### config.mk
export PLATFORM = sky130hd
export DESIGN_NAME = bit_serializer
export DESIGN_NICKNAME = d
export VERILOG_FILES = /design/src/rtl/bit_serializer_pkg.sv /design/src/rtl/bit_serializer_tick_gen.sv /design/src/rtl/bit_serializer.sv
export SDC_FILE = /design/constraint.sdc
export NUM_CORES = 1
export LEC_CHECK = 0
export CAP_MARGIN = 20
export CORE_ASPECT_RATIO = 1.25
export CORE_MARGIN = 4
export CORE_UTILIZATION = 47
export CTS_CLUSTER_SIZE = 40
export DETAILED_ROUTE_END_ITERATION = 6
export GPL_ROUTABILITY_DRIVEN = 0
export PLACE_DENSITY = 0.73
export SYNTH_ARGS = -nofsm -noshare
export SYNTH_HDL_FRONTEND = slang
export SYNTH_SLANG_ARGS = --single-unit
export TNS_END_PERCENT = 10
### constraint.sdc
create_clock -name clk -period 1.7 [get_ports clk]
set_input_delay 0.34 -clock clk [delete_from_list [all_inputs] [get_ports clk]]
set_output_delay 0.34 -clock clk [all_outputs]
set_load 0.02 [all_outputs]
### src/rtl/bit_serializer_pkg.sv
// Shared definitions for the serial-chain blocks: shifter FSM encodings and
// a constant clog2 used to size the bit and slot counters.
package bit_serializer_pkg;

    typedef enum logic {
        SER_IDLE  = 1'b0,
        SER_SHIFT = 1'b1
    } ser_state_t;

    function automatic int ser_clog2(input int value);
        int r;
        int v;
        r = 0;
        v = value - 1;
        while (v > 0) begin
            r = r + 1;
            v = v >> 1;
        end
        return r;
    endfunction

endpackage

### src/rtl/bit_serializer_tick_gen.sv
// Bit-slot pulse generator: tick is high on the last cycle of every DIV-cycle
// slot. Cleared synchronously on each word load so the slot grid restarts.
module bit_tick_gen
    import bit_serializer_pkg::*;
#(
    parameter int DIV = 1
) (
    input  logic clk,
    input  logic rst,
    input  logic clear,
    input  logic en,
    output logic tick
);

    generate
        if (DIV == 1) begin : g_div1
            logic unused_div1;
            assign unused_div1 = ^{clk, rst, clear, en};
            assign tick = 1'b1;
        end else begin : g_divn
            localparam int DW = ser_clog2(DIV);
            logic [DW-1:0] div_cnt;

            assign tick = (div_cnt == DW'(DIV - 1));

            always_ff @(posedge clk or negedge rst) begin
                if (!rst) begin
                    div_cnt <= '0;
                end else if (clear) begin
                    div_cnt <= '0;
                end else if (en) begin
                    div_cnt <= tick ? '0 : div_cnt + DW'(1);
                end
            end
        end
    endgenerate

endmodule

### src/rtl/bit_serializer.sv
// Parallel-in/serial-out stage with a hold register in front of the shifter so
// back-to-back words stream without gap slots.
module bit_serializer
    import bit_serializer_pkg::*;
#(
    parameter int WIDTH     = 8,
    parameter bit MSB_FIRST = 1'b1,
    parameter int DIV       = 1
) (
    input  logic             clk,
    input  logic             rst,
    input  logic [WIDTH-1:0] in_data,
    input  logic             in_valid,
    output logic             in_ready,
    output logic             data_out,
    output logic             valid_out,
    output logic             sof,
    output logic             busy
);

    localparam int CW = ser_clog2(WIDTH);

    ser_state_t       state, state_nxt;
    logic [WIDTH-1:0] hold_q, shreg_q, load_word;
    logic             hold_full_q, hold_full_nxt;
    logic [CW-1:0]    bit_cnt_q;
    logic             tick, last_slot, accept, load_direct, load_hold, load, emit;

    assign in_ready    = !hold_full_q;
    assign accept      = in_valid && in_ready;
    assign last_slot   = (state == SER_SHIFT) && tick && (bit_cnt_q == CW'(WIDTH - 1));
    assign load_hold   = last_slot && hold_full_q;
    // An accept can only coincide with last_slot when the hold register is empty.
    assign load_direct = accept && ((state == SER_IDLE) || last_slot);
    assign load        = load_hold || load_direct;
    assign load_word   = load_hold ? hold_q : in_data;
    assign emit        = (state == SER_SHIFT) && tick && !last_slot;

    bit_tick_gen #(.DIV(DIV)) u_tick (
        .clk   (clk),
        .rst   (rst),
        .clear (load),
        .en    (state == SER_SHIFT),
        .tick  (tick)
    );

    always_ff @(posedge clk or negedge rst) begin
        if (!rst) state <= SER_IDLE;
        else      state <= state_nxt;
    end

    always_comb begin
        state_nxt     = state;
        hold_full_nxt = hold_full_q;
        case (state)
            SER_IDLE:  if (load) state_nxt = SER_SHIFT;
            SER_SHIFT: if (last_slot && !load) state_nxt = SER_IDLE;
            default:   state_nxt = SER_IDLE;
        endcase
        if (load_hold)                    hold_full_nxt = 1'b0;
        else if (accept && !load_direct)  hold_full_nxt = 1'b1;
    end

    always_ff @(posedge clk or negedge rst) begin
        if (!rst) begin
            hold_q      <= '0;
            hold_full_q <= 1'b0;
            shreg_q     <= '0;
            bit_cnt_q   <= '0;
            data_out    <= 1'b0;
            valid_out   <= 1'b0;
            sof         <= 1'b0;
            busy        <= 1'b0;
        end else begin
            hold_full_q <= hold_full_nxt;
            busy        <= (state_nxt == SER_SHIFT) || hold_full_nxt;
            valid_out   <= load || emit;
            sof         <= load;
            if (accept && !load_direct) hold_q <= in_data;

            // shreg_q keeps only the bits not yet emitted; data_out carries the current one.
            if (load) begin
                bit_cnt_q <= '0;
                if (MSB_FIRST) begin
                    data_out <= load_word[WIDTH-1];
                    shreg_q  <= {load_word[WIDTH-2:0], 1'b0};
                end else begin
                    data_out <= load_word[0];
                    shreg_q  <= {1'b0, load_word[WIDTH-1:1]};
                end
            end else if (emit) begin
                bit_cnt_q <= bit_cnt_q + CW'(1);
                if (MSB_FIRST) begin
                    data_out <= shreg_q[WIDTH-1];
                    shreg_q  <= {shreg_q[WIDTH-2:0], 1'b0};
                end else begin
                    data_out <= shreg_q[0];
                    shreg_q  <= {1'b0, shreg_q[WIDTH-1:1]};
                end
            end else begin
                data_out <= 1'b0;
            end
        end
    end

endmodule

==> impl_metrics.csv <==
group,metric,value,unit
synthesis,synth_nets,101,
cells_and_area,seqCellArea,600.6,µm²
worst_setup_path,arrival,1.25,ns
worst_setup_path,worstSetupPathType,"reg2out",
synthesis,synth_seq_cells,24,
sta,setup_viol,0,
sta,finalMaxSlewViolations,0,
pwr,p_leak,0.5995,nW
clocking,h-tree-depth,1,
detailed_routing,finalWirelength,2.023,mm
flow_run,maxCapViolations,0,
cells_and_area,multi_input_area,510.5,µm²
synthesis,syn_area,0.001149,mm²
global_routing,grt_start_max_net_pins,25,
synthesis,synth_edf_count,0,
detailed_routing,firstDrtPassIters,4,
floorplanning,die-width,52.22,µm
cells_and_area,layoutNonFillerInstCount,143,
sta,clock-skew-final,0.005612,ns
floorplanning,start_util,50.86,%
global_routing,grt_pass1_wl,3.394,mm
synthesis,yosysTopAreaCellShare,52.29,%
clocking,post_cts_buffers,0,
synthesis,yosys_most_used_dff,"dfrtp_1",
global_routing,first_global_vias,784,
placed_design,dpl.hpwl,1.584,mm
synthesis,syn-instance-count,88,
cells_and_area,area_delta_synth_final,23.20,%
worst_setup_path,crit_fanout,1,
worst_setup_path,end_kind,"output port",
worst_setup_path,critPathBufInv,1,
clocking,cts.sinks,24,
sta,fin_crit_sh,93.72,%
pwr,powerDensity,1812,mW/mm²
worst_setup_path,path_cells,"clkdlybuf4s50_1",
global_routing,grt_overflow,0,
worst_setup_path,start_kind,"flop",
synthesis,ys_warn_count,0,
sta,period_needed,1.593,ns
floorplanning,design.portCount,16,
detailed_routing,routedWlPerCell,14.15,µm
synthesis,syn_area_per_cell,13.05,µm²
detailed_routing,vias_per_cell,5.273,
clocking,cts.clk_slew.worst_paths,0.12,ns
pwr,ir_drop,1.113,mV
sta,rsz0062_at_grt,"no",
synthesis,ys_async_sr_fraction,100.0,%
placed_design,dp_cells,140,
worst_setup_path,crit_path_top_delay_cell,"clkdlybuf4s50_1",
detailed_routing,vias,754,
sta,clock.fmax,0.6276,GHz
synthesis,netlist-cell-type-count,25,
clocking,clkLatencyLatePin,0.31,ns
worst_setup_path,required,1.36,ns
global_routing,antenna_found_initial,0,
cells_and_area,fillers,187,
synthesis,yosysSeqAreaShare,52.29,%
placed_design,portBuffers,15,
detailed_routing,first_iter_violations,11,
clocking,cts_tree,"built",
cells_and_area,layout-drive-gt1-share,25.00,%
sta,slew_headroom,78.44,%
clocking,cts_hold_repair.buffers,0,
worst_setup_path,slowest_delay,0.60,ns
cells_and_area,nets,127,
cells_and_area,num_antenna_cells,0,
cells_and_area,fin_util,62.66,%
sta,worst_pin_slew,0.3227,ns
clocking,cts_buffers,3,
synthesis,synth_top_cell_by_area,"dfrtp_1",
pwr,p_total,0.002564,W
global_routing,grt_util_all_layers,13.51,%
clocking,cts_root_buffer,"clkbuf_4",
detailed_routing,route.detailed.drc,0,
sta,fin_hold_ws,0.3637,ns
floorplanning,core-area,0.002258,mm²
floorplanning,die_area,0.003304,mm²
floorplanning,num_rows,19,
sta,hold_viol_final,0,
synthesis,synth_common_cells,"dfrtp_1 (24), mux2_1 (8), nand2_1 (8)",
status,status,"complete, no violations",
worst_setup_path,cp_top_family,"buffers and inverters",
synthesis,ys_top_cells_by_area,"dfrtp_1 (52%), a2bb2oi_2 (7.8%), mux2_1 (7.8%), o2bb2ai_1 (5.3%), o21ai_0 (3.1%)",
worst_setup_path,r2r-start,"bit_cnt_q[0]$_DFFE_PN0P_",
min_path,min_path_type,"in2async",
worst_setup_path,worstSetupStartpoint,"data_out$_DFF_PN0_",
detailed_routing,antenna_left,0,
synthesis,yosysMostFrequentCell,"dfrtp_1",
floorplanning,die_y,63.27,µm
clocking,ctsLongestPathBuffers,2,
what timing repair did:
action                                  4_1_cts  5_1_grt
endpoints found under the hold margin         0        0
endpoints found under the setup margin        1        6
resized for setup                             1        2
layout by cell type, fill, tap and decap left out, types with 3 or more instances in the layout:
cell and n:
dfrtp_1 24, clkdlybuf4s50_1 14, buf_4 9, nand2_1 8, mux2_1 8, o21ai_0 7
o2bb2ai_1 7, a2bb2oi_2 6, clkbuf_4 3
stage by stage:
| stage | TNS [ns] | instance area [µm²] | setup WS, ns |
|---|---|---|---|
| 3_3_place_gp | 0 | 1384 | 0.03511 |
| 4_1_cts | 0 | 1405 | 0.05407 |
| 2_1_floorplan | -0.05221 | 1151 | -0.006527 |
| 5_1_grt | 0 | 1415 | 0.04318 |
| 3_5_place_dp | 0 | 1384 | 0.001302 |
| 6_report | 0 | 1415 | 0.1067 |
sequential cells by signal, indices dropped and copies added (netlist names):
| name | cells |
|---|---|
| bit_cnt_q | 3 |
| busy | 1 |
| data_out | 1 |
| hold_full_q | 1 |
| hold_q | 8 |
| shreg_q | 7 |
| sof | 1 |
| state | 1 |
| valid_out | 1 |
power by group:
part / switching, W / internal, W
registers: 0.000156 / 0.000840
logic: 0.000625 / 0.000700
clock network: 0.000162 / 0.0000829
path summary, 6_finish.rpt:
check	endpoint	slack [ns]	cells after the start
worst max register to register	hold_q[5]$_DFFE_PN0P_	0.12	5
worst min-delay path	shreg_q[3]$_DFFE_PN0P_	0.36	2
worst max-delay path	data_out	0.11	1
worst min register to register	hold_q[3]$_DFFE_PN0P_	0.49	1
max in group asynchronous	hold_q[5]$_DFFE_PN0P_	1.10	2
min in group clk	hold_q[3]$_DFFE_PN0P_	0.49	1
cell type report:
cell class	instances	area share [%]
clock buffers	3	1.592
inverters	5	1.857
multi-input cells	56	36.07
flip-flops and latches	24	42.44
well taps	31	2.741
repair buffers	24	15.30
metal layers:
metal | track usage (%) | vias to the layer above | share of wire [%]
li1 | - | 362 | -
met1 | 17.55 | 376 | 44
met2 | 21.23 | 11 | 51
met3 | 2.358 | 5 | 2.7
met4 | 6.709 | 0 | 1.8
met5 | 0 | - | 0
cell families (layout without fill, tap and decap cells):
kind of cell	Yosys count	after routing	share of synthesized area [%]
compound gates	27	27	20.70
fa+ha+maj	2	2	2.178
buf+inv	8	32	4.140
flops	24	24	52.29
mux	9	9	9.804
simple gates	18	18	10.89
(Power assumes the default switching activity.)
